$ cat src/rtl/serial_cla_add32_pkg.sv
// Shared definitions for the iterative nibble-serial CLA adder/subtractor.
package serial_cla_add32_pkg;

    typedef enum logic [1:0] {
        IDLE = 2'd0,
        RUN  = 2'd1,
        DONE = 2'd2
    } state_e;

    localparam int unsigned NIBBLE = 4;

endpackage

$ cat src/rtl/serial_cla_add32_if.sv
// Start/done request bus between the control unit and the serial adder.
interface serial_cla_add32_if #(
    parameter int unsigned WIDTH = 32
);
    logic             i_start;
    logic             i_sub;
    logic [WIDTH-1:0] i_a;
    logic [WIDTH-1:0] i_b;
    logic             o_busy;
    logic             o_done;
    logic [WIDTH-1:0] o_result;
    logic             o_cout;
    logic             o_overflow;

    modport master (
        output i_start, i_sub, i_a, i_b,
        input  o_busy, o_done, o_result, o_cout, o_overflow
    );

    modport slave (
        input  i_start, i_sub, i_a, i_b,
        output o_busy, o_done, o_result, o_cout, o_overflow
    );
endinterface

$ cat src/rtl/serial_cla_add32_cla.sv
// 4-bit carry-lookahead slice: all carries are derived directly from g/p and carry-in.
module CLA_4bit (
    input  logic [3:0] a_i,
    input  logic [3:0] b_i,
    input  logic       c_i,
    output logic [3:0] s_o,
    output logic       c_o
);
    logic [3:0] g;
    logic [3:0] p;
    logic [3:0] c;

    assign g = a_i & b_i;
    assign p = a_i ^ b_i;

    assign c[0] = c_i;
    assign c[1] = g[0] | (p[0] & c_i);
    assign c[2] = g[1] | (p[1] & g[0]) | (p[1] & p[0] & c_i);
    assign c[3] = g[2] | (p[2] & g[1]) | (p[2] & p[1] & g[0])
                | (p[2] & p[1] & p[0] & c_i);
    assign c_o  = g[3] | (p[3] & g[2]) | (p[3] & p[2] & g[1])
                | (p[3] & p[2] & p[1] & g[0])
                | (p[3] & p[2] & p[1] & p[0] & c_i);

    assign s_o = p ^ c;
endmodule

$ cat src/rtl/serial_cla_add32.sv
// Iterative WIDTH-bit add/sub: one shared CLA_4bit slice consumes one nibble per clock, LSB first.
module serial_cla_add32
    import serial_cla_add32_pkg::*;
#(
    parameter int unsigned WIDTH = 32
) (
    input logic              clk,
    input logic              rst,
    serial_cla_add32_if.slave bus
);
    localparam int unsigned NNIB = WIDTH / NIBBLE;
    localparam int unsigned CW   = $clog2(NNIB);
    localparam logic [CW-1:0] LAST = CW'(NNIB - 1);

    state_e           state_q, state_d;
    logic [WIDTH-1:0] a_q, a_d;
    logic [WIDTH-1:0] b_q, b_d;
    logic [WIDTH-1:0] result_q, result_d;
    logic [CW-1:0]    cnt_q, cnt_d;
    logic             carry_q, carry_d;
    logic             amsb_q, amsb_d;
    logic             bmsb_q, bmsb_d;
    logic             load;
    logic [WIDTH-1:0] b_eff;
    logic [3:0]       slice_sum;
    logic             slice_cout;

    CLA_4bit u_cla (
        .a_i (a_q[NIBBLE-1:0]),
        .b_i (b_q[NIBBLE-1:0]),
        .c_i (carry_q),
        .s_o (slice_sum),
        .c_o (slice_cout)
    );

    // Subtraction is A + ~B + 1: the +1 enters as the initial carry.
    assign b_eff = bus.i_sub ? ~bus.i_b : bus.i_b;

    always_comb begin
        state_d  = state_q;
        a_d      = a_q;
        b_d      = b_q;
        result_d = result_q;
        cnt_d    = cnt_q;
        carry_d  = carry_q;
        amsb_d   = amsb_q;
        bmsb_d   = bmsb_q;
        load     = 1'b0;

        case (state_q)
            IDLE: load = bus.i_start;
            RUN: begin
                a_d      = a_q >> NIBBLE;
                b_d      = b_q >> NIBBLE;
                result_d = {slice_sum, result_q[WIDTH-1:NIBBLE]};
                carry_d  = slice_cout;
                cnt_d    = cnt_q + CW'(1);
                if (cnt_q == LAST) begin
                    state_d = DONE;
                end
            end
            DONE: begin
                load = bus.i_start;
                if (!bus.i_start) begin
                    state_d = IDLE;
                end
            end
            default: state_d = IDLE;
        endcase

        if (load) begin
            state_d  = RUN;
            a_d      = bus.i_a;
            b_d      = b_eff;
            carry_d  = bus.i_sub;
            cnt_d    = '0;
            result_d = '0;
            amsb_d   = bus.i_a[WIDTH-1];
            bmsb_d   = b_eff[WIDTH-1];
        end
    end

    always_ff @(posedge clk) begin
        if (rst) begin
            state_q  <= IDLE;
            a_q      <= '0;
            b_q      <= '0;
            result_q <= '0;
            cnt_q    <= '0;
            carry_q  <= 1'b0;
            amsb_q   <= 1'b0;
            bmsb_q   <= 1'b0;
        end else begin
            state_q  <= state_d;
            a_q      <= a_d;
            b_q      <= b_d;
            result_q <= result_d;
            cnt_q    <= cnt_d;
            carry_q  <= carry_d;
            amsb_q   <= amsb_d;
            bmsb_q   <= bmsb_d;
        end
    end

    assign bus.o_busy     = (state_q == RUN);
    assign bus.o_done     = (state_q == DONE);
    assign bus.o_result   = result_q;
    assign bus.o_cout     = carry_q;
    assign bus.o_overflow = (amsb_q == bmsb_q) && (result_q[WIDTH-1] != amsb_q);
endmodule

$ cat src/flat_wrapper.sv
// flat-port wrapper written by rule: the top's interface ports become plain ports
module serial_cla_add32_flat import serial_cla_add32_pkg::*;
#(
    parameter int unsigned WIDTH = 32
)
  (clk, rst, bus_i_start, bus_i_sub, bus_i_a, bus_i_b, bus_o_busy, bus_o_done, bus_o_result, bus_o_cout, bus_o_overflow);
  serial_cla_add32_if #(.WIDTH(WIDTH)) bus_i ();
  input logic clk;
  input logic rst;
  input wire logic [$bits(bus_i.i_start)-1:0] bus_i_start;
  input wire logic [$bits(bus_i.i_sub)-1:0] bus_i_sub;
  input wire logic [$bits(bus_i.i_a)-1:0] bus_i_a;
  input wire logic [$bits(bus_i.i_b)-1:0] bus_i_b;
  output wire logic [$bits(bus_i.o_busy)-1:0] bus_o_busy;
  output wire logic [$bits(bus_i.o_done)-1:0] bus_o_done;
  output wire logic [$bits(bus_i.o_result)-1:0] bus_o_result;
  output wire logic [$bits(bus_i.o_cout)-1:0] bus_o_cout;
  output wire logic [$bits(bus_i.o_overflow)-1:0] bus_o_overflow;
  assign bus_i.i_start = bus_i_start;
  assign bus_i.i_sub = bus_i_sub;
  assign bus_i.i_a = bus_i_a;
  assign bus_i.i_b = bus_i_b;
  assign bus_o_busy = bus_i.o_busy;
  assign bus_o_done = bus_i.o_done;
  assign bus_o_result = bus_i.o_result;
  assign bus_o_cout = bus_i.o_cout;
  assign bus_o_overflow = bus_i.o_overflow;
  serial_cla_add32 #(.WIDTH(WIDTH)) u_core (.clk(clk), .rst(rst), .bus(bus_i));
endmodule
$ cat config.mk
export PLATFORM = sky130hd
export DESIGN_NAME = serial_cla_add32_flat
export DESIGN_NICKNAME = d
export VERILOG_FILES = /design/src/rtl/serial_cla_add32_pkg.sv /design/src/rtl/serial_cla_add32_if.sv /design/src/rtl/serial_cla_add32_cla.sv /design/src/rtl/serial_cla_add32.sv /design/src/flat_wrapper.sv
export SDC_FILE = /design/constraint.sdc
export NUM_CORES = 1
export LEC_CHECK = 0
export BUFFER_PORTS_ARGS = -buffer_cell sky130_fd_sc_hd__buf_2
export CAP_MARGIN = 15
export CORE_MARGIN = 2
export CORE_UTILIZATION = 30
export CTS_CLUSTER_DIAMETER = 150
export DETAILED_ROUTE_END_ITERATION = 8
export HOLD_SLACK_MARGIN = 0.06
export PLACE_DENSITY = 0.57
export SYNTH_ARGS = -nofsm -noshare
export SYNTH_HDL_FRONTEND = slang
export SYNTH_SLANG_ARGS = --single-unit
$ cat constraint.sdc
create_clock -name clk -period 1.49 [get_ports clk]
set_clock_uncertainty 0.1 [all_clocks]
set_input_delay 0.2235 -clock clk [delete_from_list [all_inputs] [get_ports clk]]
set_output_delay 0.2235 -clock clk [all_outputs]
set_load 0.05 [all_outputs]
==> out/metrics.cfg <==
[run_status]
status=finished with violations
violations=setup timing

[grt]
grt_pass1_wl_mm=18.76
track_usage_pct=14.16
grt_pass1_vias=3833
antenna_found_initial=1
overflow=0
grt_max_degree=66

[clocking]
cts_root_buf=clkbuf_16
cts_sinks=104
clkTransAtPathRegs_ns=0.07
clock_latency_ns=0.34
cts-buffers-inserted=9
htreeDepth=3
cts_tree=yes
clockBufferDepth=2

[worst_setup_path]
path_max_fanout=4
end_kind=output pin
crit_arrival_ns=1.20
reg2reg_slack_ns=0.02
r2r_cells=5
cp-startpoint=u_core.state_q[1]
reg2reg_from=u_core.a_q[0]
worstSetupStartpointType=flop
timing.rr.end=u_core.bus.o_result[31]
cp.required_ns=1.17
crit_type=flop to output pin

[logic_synthesis]
syn_avg_cell_area_sq_um=8.660
synth_top_family_by_area=simple AND/OR/NAND/NOR gates
synth_enable_flop_cells=0
postSynthCellCount=533
synth_xor_area_share_pct=6.452
synth.area.top_cells=dfxtp_1 45%, nand2_1 9.1%, nor2_1 7.5%, a221oi_2 6.8%, xnor2_1 5.3%
synth_compound_area_share_pct=18.89
yosysUniqueCellTypes=35
ys_async_sr_fraction_pct=0
synth_top_cell_area_share_pct=45.11
ys_seq_elements=104
synth_warnings=0
muxShareOfSynthArea_pct=0.8674
synth_area_leader_cell=dfxtp_1
netlist_area_sq_um=4616
synth_adder_area_share_pct=2.060
yosysSeqAreaShare_pct=45.11
synthFlopType=dfxtp_1
syn_nets=608
yosys.area_share.simple_pct=20.25

[floorplan]
fp.dieW_microns=128.0
die_area_sq_um=16390
rows=45
start_util_pct=30.48
die_y_microns=128.0
ioPinCount=104
core_area_sq_um=15150

[placement]
place.gp.congestion=0.7587
place_inst=799
dp_slack_ns=-0.06174
port_buffers=103
hpwl_mm=7.973

[min_path]
min_from=bus_i_a[31]
min_path_cells=3
whs_endpoint=u_core.a_q[31]
min_path_type=input port to flop

[sta]
setup_viol=1
slew_headroom_pct=71.72
fmax_mhz=656.5
setup_ws_ns=-0.03331
max_slew.worst_pin.slew_ns=0.4242
fin_crit_ns=1.523
rsz0062_at_grt=yes
hold_viol_final=0
period_share_pct=102.2
maxSlewViolCount=0

[finish]
finalNonFillerCells=833
layout_common_cells=112 x nand2_1, 99 x buf_2, 96 x dfxtp_1
num-fill-cells=1526
drive_above_1_share_pct=32.30
syn_to_final_growth_pct=34.72
nets=714
layout_commonest_cell=nand2_1

[power_and_ir_drop]
p_leak_uw=0.002470
ir_drop_mv=0.6207
power_uw=6964
powerDensity_nw_per_um2=1120

[route]
drt_wl_total_mm=12.66
wl_per_cell_microns=15.20
vias=4044
drc_errors=0
drtPass1Iterations=4
drtIter0Drc=210
route.detailed.vias_per_inst=4.855
ant_nets=0

[run]
cap_violations=0

==> stage by stage <==
step                      cell area [sq um]  util, %  TNS [ns]  hold WS, ns
after floorplan                        4628        -         0       0.2821
after global placement                 5364    35.42  -0.01240       0.3377
after detailed placement               5364    35.42   -0.6365       0.3465
after CTS                              5792    38.24  -0.03288      0.06018
after global routing                   6216    41.04   -0.3078      0.07354
final                                  6218    41.06  -0.03331      0.06495
==> cell type report <==
type | count | area [sq um] | share of cell area (%)
Multi-Input combinational cell | 381 | 2471 | 39.74
Antenna cell | 1 | 2.502 | 0.04024
Inverter | 5 | 26.28 | 0.4225
Sequential cell | 104 | 2097 | 33.72
Timing Repair Buffer | 138 | 1064 | 17.10
Clock inverter | 4 | 76.32 | 1.227
Tap cell | 188 | 235.2 | 3.783
Clock buffer | 12 | 246.5 | 3.964
==> state kept, by name, indices dropped and copies added (netlist names) <==
register and flops:
u_core.a_q 32, u_core.b_q 32, u_core.bus.o_result 32, u_core.cnt_q 3, u_core.state_q 2, u_core.amsb_q 1
u_core.bmsb_q 1, u_core.bus.o_cout 1
==> synthesized netlist by cell type, types with 2 or more instances <==
cell and n:
nor2_1 92, nor4_1 2, a21oi_1 40, a221oi_2 21
a22oi_1 7, nor3_1 10, ha_1 6, inv_1 4
mux2i_1 4, nand2_1 112, a311oi_1 19, buf_4 9
clkbuf_1 6, nand3_1 3, xor2_1 6, a221oi_1 5
dfxtp_1 104, buf_2 23, o21ai_0 2, nand2b_2 2
a211oi_1 2, nand2_2 2, o22ai_1 7, xnor2_1 28
nor2b_1 2, buf_6 6
==> critical path: stages (launching register included) <==
cell and delay [ns]:
dfxtp_2 0.32, nand2b_4 0.18, inv_8 0.10, buf_6 0.12, buf_8 0.14
==> power breakdown <==
part           switching (uW)  internal [uW]  total, uW  leakage, uW
combinational             702            617       1320      0.00146
sequential                147           2950       3090     0.000855
clock                    1020           1530       2550     0.000153
total                    1870           5090       6960      0.00247
==> timing repair <==
| action | CTS | global route |
|---|---|---|
| gates resized for setup | 17 | 35 |
| gates cloned | 0 | 8 |
| endpoints found under the setup margin | 32 | 65 |
| hold endpoints to repair | 1 | 0 |
| hold buffers | 1 | 0 |
| pin swaps | 4 | 17 |
| buffers inserted | 3 | 5 |
==> worst max-delay path by stage <==
stage                                         end  slack [ns]  cells after the start
final                                  bus_o_busy       -0.03                      4
after global routing      u_core.bus.o_result[31]       -0.08                      5
after CTS                           u_core.b_q[3]       -0.01                      5
after detailed placement           u_core.b_q[29]       -0.06                      5
after global placement              u_core.a_q[0]      -0.006                      5
after floorplan                 u_core.bus.o_cout        0.05                      5
==> kinds of logic after synthesis <==
family,Yosys count
multiplexers,4
flip-flops,104
adder cells (fa/ha/maj),7
AO/OA/AOI/OAI,105
AND/OR/NAND/NOR,230
buffers and inverters,49
XOR/XNOR,34
==> routing by layer <==
layer / share of wire [%] / vias up / track usage (%)
li1: - / 2032 / -
met1: 46 / 1904 / 18.75
met2: 48 / 99 / 23.40
met3: 5.0 / 9 / 3.381
met4: 0.84 / 0 / 3.297
met5: 0 / - / 0
No activity file was read; power rests on OpenSTA's default activity.
